--- src/rtl/ltc2387_pkg.sv ---
// Shared types and helpers for the LTC2387 multi-channel receiver.
// Provides the frame state encoding, the per-frame burst length and the
// minimum legal frame length.
package ltc2387_pkg;

    typedef enum logic [1:0] {
        IDLE  = 2'd0,
        CONV  = 2'd1,
        BURST = 2'd2,
        WAIT  = 2'd3
    } state_t;

    // One spare frame cycle after the last capture, in which adc_data is loaded.
    localparam int unsigned PMIN_MARGIN = 1;

    // Number of data-clock cycles needed to move one sample.
    function automatic int unsigned ncyc(input logic two_lane, input int unsigned bits);
        return two_lane ? (bits / 2) : bits;
    endfunction

    // Shortest frame that still fits conversion, burst, capture latency and load.
    function automatic int unsigned pmin(input logic two_lane, input int unsigned bits,
                                         input int unsigned burst_start,
                                         input int unsigned latency);
        return burst_start + ncyc(two_lane, bits) + latency + PMIN_MARGIN;
    endfunction

endpackage

--- src/rtl/ltc2387_deser.sv ---
// Per-channel deserialiser: shifts lane bits in while cap_en is high, loads
// the finished word into data on the last capture, and flags any returned
// DCO level that does not match the expected capture parity.
// Ports:
//   clk, resetn   ADC clock, synchronous active-low reset
//   cap_en        capture qualifier (delayed clkout_en)
//   cap_par       expected DCO level for this capture (capture index bit 0)
//   cap_last      current capture is the final one of the burst
//   two_lane      latched lane mode for this frame
//   clr_err       clears sync_err unless a mismatch happens in the same cycle
//   din_a, din_b  lane A / lane B serial bits
//   dco           returned data clock, sampled as data
//   data          last complete sample, held between loads
//   sync_err      sticky DCO mismatch flag
module ltc2387_deser #(
    parameter int unsigned BITS = 18
) (
    input  logic            clk,
    input  logic            resetn,
    input  logic            cap_en,
    input  logic            cap_par,
    input  logic            cap_last,
    input  logic            two_lane,
    input  logic            clr_err,
    input  logic            din_a,
    input  logic            din_b,
    input  logic            dco,
    output logic [BITS-1:0] data,
    output logic            sync_err
);

    logic [BITS-1:0] sh;
    logic [BITS-1:0] sh_nxt_c;
    logic            mism_c;

    // Lane A carries the more significant bit of each pair.
    always_comb begin
        sh_nxt_c = two_lane ? {sh[BITS-3:0], din_a, din_b} : {sh[BITS-2:0], din_a};
        mism_c   = cap_en && (dco != cap_par);
    end

    // Shift register, output word and sticky error flag.
    always_ff @(posedge clk) begin
        if (!resetn) begin
            sh       <= '0;
            data     <= '0;
            sync_err <= 1'b0;
        end else begin
            if (cap_en) begin
                sh <= sh_nxt_c;
            end
            if (cap_en && cap_last) begin
                data <= sh_nxt_c;
            end
            // A mismatch in the clearing cycle keeps the flag set.
            if (mism_c) begin
                sync_err <= 1'b1;
            end else if (clr_err) begin
                sync_err <= 1'b0;
            end
        end
    end

endmodule

--- src/rtl/ltc2387_rx_multi.sv ---
// Receiver for N_CH LTC2387-family ADCs sharing cnv and the forwarded data
// clock. Runs a frame counter that issues cnv and gates the clock burst,
// delays the gate by LATENCY to qualify captures, and deserialises every
// channel in lock-step.
// Ports:
//   clk, resetn        ADC clock, synchronous active-low reset
//   enable             run frames while high (a running frame always completes)
//   two_lane, period   lane mode and frame length, sampled on the frame-start edge
//   clr_err            clears sync_err
//   din_a, din_b, dco  per-channel serial lanes and returned DCO
//   cnv                one-cycle conversion pulse at frame cycle 0
//   clkout_en          data-clock gate, frame cycles BURST_START..BURST_START+NCYC-1
//   adc_data           channel c at [c*BITS +: BITS], held between strobes
//   adc_valid          one-cycle strobe in the cycle adc_data updates
//   sync_err           sticky per-channel DCO mismatch flags
//   cfg_err            current frame's period was below the minimum and was clamped
module ltc2387_rx_multi
    import ltc2387_pkg::*;
#(
    parameter int unsigned N_CH        = 2,
    parameter int unsigned BITS        = 18,
    parameter int unsigned BURST_START = 2,
    parameter int unsigned LATENCY     = 1,
    parameter int unsigned PW          = 8
) (
    input  logic                 clk,
    input  logic                 resetn,
    input  logic                 enable,
    input  logic                 two_lane,
    input  logic [PW-1:0]        period,
    input  logic                 clr_err,
    input  logic [N_CH-1:0]      din_a,
    input  logic [N_CH-1:0]      din_b,
    input  logic [N_CH-1:0]      dco,
    output logic                 cnv,
    output logic                 clkout_en,
    output logic [N_CH*BITS-1:0] adc_data,
    output logic                 adc_valid,
    output logic [N_CH-1:0]      sync_err,
    output logic                 cfg_err
);

    localparam int unsigned KW = $clog2(BITS + 1);

    state_t             state;
    state_t             nxt_state;
    logic [PW-1:0]      cnt;
    logic [PW-1:0]      nxt_cnt;
    logic [PW-1:0]      last_q;
    logic               lane2_q;
    logic               start_c;
    logic [PW-1:0]      ncyc_c;
    logic [PW-1:0]      pmin_c;
    logic [PW-1:0]      per_eff_c;
    logic               short_c;
    logic [LATENCY-1:0] cap_sr;
    logic               cap_en;
    logic [KW-1:0]      cap_idx;
    logic               cap_last_c;

    // Frame phase for a given counter value and burst length.
    function automatic state_t phase_of(input logic [PW-1:0] c, input logic [PW-1:0] n);
        if (c < PW'(BURST_START)) begin
            return CONV;
        end else if (c < PW'(BURST_START) + n) begin
            return BURST;
        end
        return WAIT;
    endfunction

    // Period clamp for the frame about to start.
    always_comb begin
        pmin_c    = PW'(pmin(two_lane, BITS, BURST_START, LATENCY));
        short_c   = (period < pmin_c);
        per_eff_c = short_c ? pmin_c : period;
    end

    // Next frame position; a new frame uses the live config, a running one the latched config.
    always_comb begin
        nxt_state = state;
        nxt_cnt   = cnt;
        start_c   = 1'b0;
        ncyc_c    = PW'(ncyc(lane2_q, BITS));
        if (state == IDLE) begin
            start_c = enable;
        end else if (cnt == last_q) begin
            if (enable) begin
                start_c = 1'b1;
            end else begin
                nxt_state = IDLE;
                nxt_cnt   = '0;
            end
        end else begin
            nxt_cnt   = cnt + 1'b1;
            nxt_state = phase_of(nxt_cnt, ncyc_c);
        end
        if (start_c) begin
            ncyc_c    = PW'(ncyc(two_lane, BITS));
            nxt_cnt   = '0;
            nxt_state = phase_of(PW'(0), ncyc_c);
        end
    end

    assign cap_en     = cap_sr[LATENCY-1];
    assign cap_last_c = (cap_idx == KW'(ncyc(lane2_q, BITS) - 1));

    // Frame FSM, registered pin outputs, config latch and capture tracking.
    always_ff @(posedge clk) begin
        if (!resetn) begin
            state     <= IDLE;
            cnt       <= '0;
            last_q    <= '0;
            lane2_q   <= 1'b0;
            cnv       <= 1'b0;
            clkout_en <= 1'b0;
            cfg_err   <= 1'b0;
            cap_sr    <= '0;
            cap_idx   <= '0;
            adc_valid <= 1'b0;
        end else begin
            state     <= nxt_state;
            cnt       <= nxt_cnt;
            cnv       <= start_c;
            clkout_en <= (nxt_state == BURST);
            if (start_c) begin
                lane2_q <= two_lane;
                last_q  <= per_eff_c - 1'b1;
                cfg_err <= short_c;
            end
            // Delay line from the clock gate to the capture qualifier.
            cap_sr    <= LATENCY'({cap_sr, clkout_en});
            cap_idx   <= cap_en ? cap_idx + 1'b1 : '0;
            adc_valid <= cap_en && cap_last_c;
        end
    end

    for (genvar c = 0; c < int'(N_CH); c++) begin : g_ch
        ltc2387_deser #(
            .BITS(BITS)
        ) u_deser (
            .clk      (clk),
            .resetn   (resetn),
            .cap_en   (cap_en),
            .cap_par  (cap_idx[0]),
            .cap_last (cap_last_c),
            .two_lane (lane2_q),
            .clr_err  (clr_err),
            .din_a    (din_a[c]),
            .din_b    (din_b[c]),
            .dco      (dco[c]),
            .data     (adc_data[c*BITS +: BITS]),
            .sync_err (sync_err[c])
        );
    end

endmodule

--- config.mk ---
export PLATFORM = sky130hd
export DESIGN_NAME = ltc2387_rx_multi
export DESIGN_NICKNAME = d
export VERILOG_FILES = /design/src/rtl/ltc2387_pkg.sv /design/src/rtl/ltc2387_deser.sv /design/src/rtl/ltc2387_rx_multi.sv
export SDC_FILE = /design/constraint.sdc
export NUM_CORES = 1
export LEC_CHECK = 0
export CORE_ASPECT_RATIO = 0.5
export CORE_UTILIZATION = 40
export DETAILED_ROUTE_END_ITERATION = 16
export GPL_TIMING_DRIVEN = 0
export PLACE_DENSITY_LB_ADDON = 0.15
export REMOVE_ABC_BUFFERS = 1
export SETUP_SLACK_MARGIN = 0.1
export SLEW_MARGIN = 20
export SYNTH_ARGS = -nofsm -noshare
export SYNTH_HDL_FRONTEND = slang
export SYNTH_HIERARCHICAL = 1
export SYNTH_SLANG_ARGS = --single-unit
--- constraint.sdc ---
create_clock -name clk -period 4.1 [get_ports clk]
set_clock_uncertainty 0.1 [all_clocks]
set_input_delay 1.23 -clock clk [delete_from_list [all_inputs] [get_ports clk]]
set_output_delay 1.23 -clock clk [all_outputs]
set_load 0.05 [all_outputs]
==> results of run 1 <==
logic make-up (layout without fill, tap and decap cells):
| group | count (synthesis) | count (layout) |
|---|---|---|
| fa+ha+maj | 10 | 10 |
| mux | 38 | 38 |
| simple gates | 76 | 76 |
| compound gates | 200 | 200 |
| buf+inv | 50 | 89 |
| flops | 101 | 101 |
| xor+xnor | 20 | 20 |
state kept, by name (all words and copies together) (netlist names), 2 cells and up:
| register | count |
|---|---|
| cap_idx | 5 |
| cnt | 8 |
| g_ch.u_deser/data | 36 |
| state | 2 |
| last_q | 8 |
| g_ch.u_deser/sync_err | 2 |
| g_ch.u_deser/sh | 34 |
worst max path at each step:
stage	start	end	slack (ns)	cells after the start
2_1_floorplan	lane2_q$_SDFFE_PN0P_	g_ch[0].u_deser/data[11]$_SDFFE_PN0P_	-0.49	6
3_3_place_gp	lane2_q$_SDFFE_PN0P_	g_ch[1].u_deser/data[16]$_SDFFE_PN0P_	-2.61	6
3_5_place_dp	two_lane	last_q[4]$_SDFFE_PN0P_	-0.14	11
4_1_cts	two_lane	last_q[4]$_SDFFE_PN0P_	0.22	11
5_1_grt	period[3]	last_q[4]$_SDFFE_PN0P_	0.28	12
6_report	period[3]	last_q[4]$_SDFFE_PN0P_	0.56	11
cells in the final DEF (no fill, tap or decap), types with 3 or more instances in the layout:
cell / count
dfxtp_1: 99
a21oi_1: 85
clkdlybuf4s50_1: 58
mux2i_1: 37
o21ai_0: 37
a211oi_2: 21
a211oi_1: 19
nand2_1: 16
xnor2_1: 16
nor2_1: 15
ha_1: 10
clkbuf_16: 10
o21ai_1: 9
nand3_1: 8
inv_1: 6
nand4_1: 6
nor3_1: 5
o211ai_1: 4
xor2_1: 4
a31oi_1: 4
nor4_1: 4
a21o_1: 3
routing by layer:
| metal | vias to the layer above | GRT usage (%) | part of all wire, % |
|---|---|---|---|
| met5 | - | 0 | 0 |
| met4 | 0 | 5.10 | 1.2 |
| met3 | 10 | 5.08 | 3.4 |
| met2 | 63 | 27.0 | 44 |
| met1 | 1753 | 22.9 | 52 |
| li1 | 1895 | - | - |
cells in the mapped netlist, drive strengths merged, types with 2 or more instances:
cell type | number | area share (%)
a21oi | 85 | 9.0
buf | 32 | 5.3
a31o | 2 | 0.37
and2 | 4 | 0.64
nor3 | 6 | 0.64
a211oi | 40 | 8.5
mux2i | 37 | 7.9
o21a | 2 | 0.32
a21boi | 2 | 0.32
nand2 | 16 | 1.3
clkinv | 2 | 0.16
nor2b | 2 | 0.27
o21bai | 2 | 0.32
a21o | 3 | 0.48
nand3 | 8 | 0.85
nand4b | 2 | 0.37
nand4 | 6 | 0.80
o211ai | 4 | 0.64
and3 | 2 | 0.27
or3 | 2 | 0.27
xnor2 | 16 | 3.0
o21ai | 46 | 4.9
nor2 | 16 | 1.3
nor4 | 5 | 0.66
o22ai | 2 | 0.27
xor2 | 4 | 0.74
nand3b | 2 | 0.32
a31oi | 4 | 0.53
dfxtp | 101 | 43
ha | 10 | 2.7
inv | 6 | 0.48
clkbuf | 10 | 0.85
layout make-up:
class / instances / area (um2) / area share [%]
multi-input combinational: 344 / 2390 / 42.4
clock buffer: 11 / 254 / 4.51
sequential: 101 / 2030 / 36.0
inverter: 8 / 30.0 / 0.533
tap: 159 / 199 / 3.53
timing repair buffer: 65 / 676 / 12.0
clock inverter: 5 / 57.6 / 1.02
report_power, final:
part           internal, mW  switching, mW  leakage [nW]  total, mW
clock                 0.510          0.365         0.155      0.875
combinational        0.0860          0.109         0.900      0.195
sequential             1.00         0.0362         0.818       1.04
what timing repair did:
action,in CTS,in global routing
setup buffers,0,0
resized for setup,0,4
setup endpoints to repair,0,2
worst max-delay path, cell delays in order:
cell and delay, ns:
clkdlybuf4s50_1 0.49, ha_1 0.26, a211oi_2 0.31, o21ai_1 0.18, nor2_1 0.16, a21oi_1 0.06
ha_1 0.25, nand2_1 0.09, mux2_2 0.34, o2111ai_1 0.19, a21oi_1 0.09
==> summary.md, run 1 <==
| Metric | Value |
|---|---|
| Outcome | completed |
| Largest family of logic cells by synthesized area | compound AO/OA/AOI/OAI gates |
| Input/output buffers | 60 |
| Vias in the first global route | roughly 3500 |
| Mean Syn Cell Area | 9.51 um2 |
| Mapped cell area | roughly 4700 um2 |
| Longest Clk Path Bufs | 2 |
| Congestion Overflow GR | 0 |
| Primary FF master, synth | dfxtp_1 |
| Final core utilization | between 50% and 60% |
| Unrepaired setup endpoints after global routing | no |
| VDD IR-drop max | 0.183 mV |
| Critical path arrival | 3.65 ns |
| Final GP Congestion | 0.780 |
| #FFs+latches synth | 101 |
| # nets final | between 500 and 600 |
| PD cells | 374 nW/um2 |
| Core ar. | 11200 um2 |
| Non-filler cells, final | approximately 690 |
| Fillers | around 1100 |
| Clock latency on the worst-skew pair | 0.35 ns |
| Initial DRC count | ~230 |
| Final period util | between 80% and 90% |
| # IOs | 61 |
| Setup Viol. Count Final | 0 |
| Via density | 5.37 |
| First-pass GRT wire length | ~17 mm |
| Post-synth cell types | 56 |
| WHS | 0.360 ns |
| GRT Util Overall | 17.2% |
| Mapped Cells | ~500 |
| First drt pass iteration count | 4 |
| Post-route setup slack | 0.564 ns |
| Minimum clock period | 3.54 ns |
| Die W | 155 um |
| Worst Path Required | between 4 and 5 ns |
| Critical Path End Type | register |
| Reg2reg path depth | 8 |
| Ys Warns | 6 |
| Compound-gate portion of the synthesized area | a little over a quarter |
| CTS Buf Count | 9 |
| Area after DPL | 5300 um2 |
| R2R Setup Slk | 1.31 ns |
| Slew headroom | a little over a third |
| Setup crit start kind | primary input |
| TritonCTS clock tree | done |
| Final setup TNS | 0 ns |
| Synth Area in Adders | 2.66% |
| Reg-to-reg endpoint | g_ch[0].u_deser/data[12]$_SDFFE_PN0P_ |
| ANT nets after route | 0 |
| Initial antenna violation count | 0 |
| Sequential share of the synthesized area | 42.9% |
| Final Hold Viols | 0 |
| XOR/XNOR share of the synthesized area | 3.72% |
| Area Overhead vs Synth | 19.7% |
| Clk sink count | 101 |
| Worst Tran Pin Value | a little under 1 ns |
| Hold path cells | 1 |
| # rows | 27 |
| Initial core utilization | 42.0% |
| Hold_buf cts | 0 |
| H-tree lvl count | 3 |
| Clock transition at the registers of the reported paths | roughly 0.070 ns |
| Vias | between 3000 and 4000 |
| Hold EP | cap_en$_SDFF_PN0_ |
| DP HPWL | 6.52 mm |
| Drc violations | 0 |
| EDFF count, synth | 0 |
| WL final | 9.91 mm |
| Tot Pwr | 2.11 mW |
| Simple-Gate Fraction of Synth Area | 8.45% |
| Fmax achieved | between 0.2 and 0.3 GHz |
| Die Y | 78.7 um |
| Post-synthesis async set-or-reset flop share | 0% |
| Reg2reg start | lane2_q$_SDFFE_PN0P_ |
| Critical path class | primary input to register |
| # placed instances | 677 |
| Share of layout cells above drive strength 1 | a little under 10% |
| Root Buffer | clkbuf_16 |
| Mux contribution to synthesized area | under 10% |
| Final Max Slew Viols | 0 |
| ANT cells | 0 |
| Die ar. | approximately 12000 um2 |
| Final instance area | ~5600 um2 |
| Worst Hold Launch | clkout_en$_SDFF_PN0_ |
| Leakage power total | between 1.5 and 2 nW |
| Wire per inst | 14.3 um |
| Max-cap violations | 0 |
| Largest net degree at the start of global routing | about 80 |
| Pre-CTS worst setup slack | -0.139 ns |
| Hold Path Class | register to register |
| Max FO, Critical Path | 4 |
(Power assumes the default switching activity.)
==> inputs of run 2 (changes only) <==
- ABC_AREA: not set -> 1
- CELL_PAD_IN_SITES_DETAIL_PLACEMENT: not set -> 1
- CELL_PAD_IN_SITES_GLOBAL_PLACEMENT: not set -> 1
==> summary.md, run 2 <==
| Metric | Value |
|---|---|
| Outcome | completed |
| Int Power | 1.63 mW (+2.0%) |
| Final instance area | 6070 um2 (+7.7%) |
| Ys Warns | 6 (unchanged) |
| CP max stage delay | 0.62 ns (+0.13 ns) |
| NetSw | 0.545 mW (+6.9%) |
| Vias | 4622 (+24%) |
| Via density | 4.75 (-12%) |
| Area Overhead vs Synth | 20.0% |
| Most common cell on crit path | nand2_1 |
| # rows | 28 (+3.7%) |
| Clock latency on the worst-skew pair | 0.34 ns (about the same) |
| Non-filler cells, final | 973 (+40%) |
| Post-route setup slack | 0.457 ns (-0.108 ns) |
| Longest Clk Path Bufs | 2 (unchanged) |
| Minimum clock period | 3.64 ns (+0.108 ns) |
| Clock transition at the registers of the reported paths | 0.07 ns (about the same) |
| VDD IR-drop max | 0.196 mV (+6.9%) |
| Wire per inst | 12.4 um (-13%) |
| H-tree lvl count | 3 (unchanged) |
| Critical Path End Type | register |
| Core ar. | 12100 um2 (+7.5%) |
| Max FO, Critical Path | 6 (+2) |
| #FFs+latches synth | 101 (unchanged) |
| Worst Tran Pin Value | 0.794 ns (-0.170 ns) |
| Switching Share | 25.0% (+0.87 points) |
| Initial core utilization | 42.0% (about the same) |
| Largest Register | g_ch.u_deser/data |
| # placed instances | 957 (+41%) |
| Final Max Slew Viols | 0 (unchanged) |
| Setup crit start kind | primary input |
| Max reg flops | 36 (unchanged) |
| Post-cts resize count | 0 (unchanged) |
| Mapped cell area | 5060 um2 (+7.4%) |
| WL final | 12.1 mm (+22%) |
| Synth area leader | dfxtp_1 |
| Final GP Congestion | 0.732 (-6.1%) |
| Clk sink count | 101 (unchanged) |
| Post-synth cell types | 37 (-34%) |
| Critical path arrival | 3.78 ns (+0.13 ns) |
| Sequential share of the synthesized area | 40.0% (-3.0 points) |
| # IOs | 61 (unchanged) |
| Initial DRC count | 114 (-50%) |
| DP HPWL | 8.29 mm (+27%) |
| EDFF count, synth | 0 (unchanged) |
| TritonCTS clock tree | done |
| Final Hold Viols | 0 (unchanged) |
| Die Y | 81.5 um (+3.5%) |
| Worst Path Required | 4.24 ns (+0.03 ns) |
| Fmax achieved | 0.274 GHz (-3.0%) |
| Root Buffer | clkbuf_16 |
| Most frequent cells in the layout | nand2_1 (244), inv_1 (150), dfxtp_1 (99) |
| Setup Viol. Count Final | 0 (unchanged) |
| Commonest cells post-synth | nand2_1 (244), inv_1 (150), dfxtp_1 (101) |
| # nets final | 832 (+49%) |
| Count leader, synth | nand2_1 |
| Post-CTS Setup Bufs | 0 (unchanged) |
| First-pass GRT wire length | 21.2 mm (+26%) |
| Gate power share | 10.0% (+0.8 points) |
| Critical path class | primary input to register |
| ANT cells | 0 (unchanged) |
| Largest regs | g_ch.u_deser/data: 36 flops, g_ch.u_deser/sh: 34 flops |
| Die ar. | 13100 um2 (+7.2%) |
| Largest net degree at the start of global routing | 78 (-3.7%) |
| CTS Buf Count | 9 (unchanged) |
| Slew headroom | 47.1% (+11 points) |
| GRT Util Overall | 20.0% (+2.8 points) |
| Pre-CTS worst setup slack | 0.106 ns (+0.245 ns) |
| Area after DPL | 5740 um2 (+8.3%) |
| Top cell type's share of synthesized area | 40.0% (-3.0 points) |
| Drc violations | 0 (unchanged) |
| Mapped Cells | 756 (+53%) |
| Share of layout cells above drive strength 1 | 6.56% (-3.2 points) |
| Part of the power in registers | 47.3% (-2.0 points) |
| Final core utilization | 50.4% (+0.12 points) |
| Hold Path Class | register to register |
| Most common cell after layout, fill and taps aside | nand2_1 |
| ANT nets after route | 0 (unchanged) |
| PD cells | 359 nW/um2 (-4.2%) |
| Input/output buffers | 60 (unchanged) |
| Synth area leaders | dfxtp_1 (40%), nand2_1 (18%), inv_1 (11%) |
| Post-synthesis async set-or-reset flop share | 0% (unchanged) |
| WHS | 0.346 ns (-0.0138 ns) |
| Mean Syn Cell Area | 6.69 um2 (-30%) |
| Leakage power total | 2.83 nW (+51%) |
| Initial antenna violation count | 0 (unchanged) |
| Congestion Overflow GR | 0 (unchanged) |
| Clock share of power | 42.7% (+1.2 points) |
| Die W | 161 um (+3.6%) |
| Vias in the first global route | 4830 (+37%) |
| Primary FF master, synth | dfxtp_1 |
| Slowest cell on crit path | clkdlybuf4s50_1 |
| Final period util | 88.9% (+2.6 points) |
| Hold_buf cts | 0 (unchanged) |
| Unrepaired setup endpoints after global routing | no |
| Max-cap violations | 0 (unchanged) |
| First drt pass iteration count | 4 (unchanged) |
| Worst-path cell chain | clkdlybuf4s50_1, inv_1, ha_1, nand2_1, inv_1, nand2_1, nand2_1, nand2_1, nand2_2, inv_1, o21ai_0, ha_1, nand3_1, nor2_1, nand3_1, nand3_1, nand2_1 |
run 2: cell count changes after synthesis, sizes merged, moves of 5 or more:
cell	previous run	this run
nand3	8	32
mux2i	37	0
buf	32	24
nor2	16	30
inv	6	157
a211oi	40	1
a21oi	85	79
xnor2	16	8
nand4	6	1
nand2	16	252
clkbuf	10	2
nor4	5	0
run 2: stage by stage:
step / setup TNS [ns] / power [mW]
after floorplan: 0 / 1.19
after global routing: 0 / 2.28
after global placement: -12.22 / 1.27
after detailed placement: 0 / 1.27
final: 0 / 2.18
after CTS: 0 / 2.21
run 2: final cells by class:
| cell class | instances | area [um2] |
|---|---|---|
| sequential | 101 | 2030 |
| inverter | 157 | 589 |
| clock buffer | 11 | 243 |
| timing repair buffer | 62 | 643 |
| multi-input combinational | 472 | 2280 |
| clock inverter | 5 | 83.8 |
| tap | 165 | 206 |
| fill | 1622 | 5980 |
run 2: cell families after synthesis:
| group | Yosys count | share of synthesized area, % |
|---|---|---|
| compound gates | 128 | 13.2 |
| xor+xnor | 13 | 2.40 |
| fa+ha+maj | 10 | 2.47 |
| buf+inv | 183 | 15.0 |
| flops | 101 | 40.0 |
| simple gates | 321 | 26.9 |
run 2: final timing paths:
path	startpoint	end	slack [ns]	cells after the start
worst min-delay path	clkout_en$_SDFF_PN0_	cap_en$_SDFF_PN0_	0.35	2
worst max-delay path	two_lane	last_q[6]$_SDFFE_PN0P_	0.46	17
worst min register to register	clkout_en$_SDFF_PN0_	cap_en$_SDFF_PN0_	0.35	2
worst max register to register	lane2_q$_SDFFE_PN0P_	g_ch[1].u_deser/data[17]$_SDFFE_PN0P_	1.45	9
run 2: power by group through the flow:
| stage | logic [mW] | registers, mW | clock network [mW] |
|---|---|---|---|
| 2_1_floorplan | 0.143 | 1.05 | 0 |
| 3_3_place_gp | 0.215 | 1.05 | 0 |
| 3_5_place_dp | 0.218 | 1.05 | 0 |
| 4_1_cts | 0.221 | 1.03 | 0.956 |
| 5_1_grt | 0.246 | 1.03 | 1.00 |
| 6_report | 0.218 | 1.03 | 0.929 |
run 2: per-layer routing:
metal	track usage (%)	share of wire [%]	wire (um)	vias up
met1	21.4	45	5490	2172
met3	4.39	2.5	305	12
met5	0	0	0	-
met4	4.91	1.1	128	0
li1	-	-	-	2390
met2	40.5	51	6150	48
run 2: worst max-delay path: cells and delay by family:
kind / cells / cell delay, ns
AND/OR/NAND/NOR: 10 / 0.89
buffers and inverters: 4 / 0.88
adder cells (fa/ha/maj): 2 / 0.54
AO/OA/AOI/OAI: 1 / 0.26
==> inputs of run 3 (changes only) <==
- CTS_CLUSTER_DIAMETER: not set -> 60
==> results of run 3 <==
No change in the layout: final DEF, timing and power equal those of run 2.
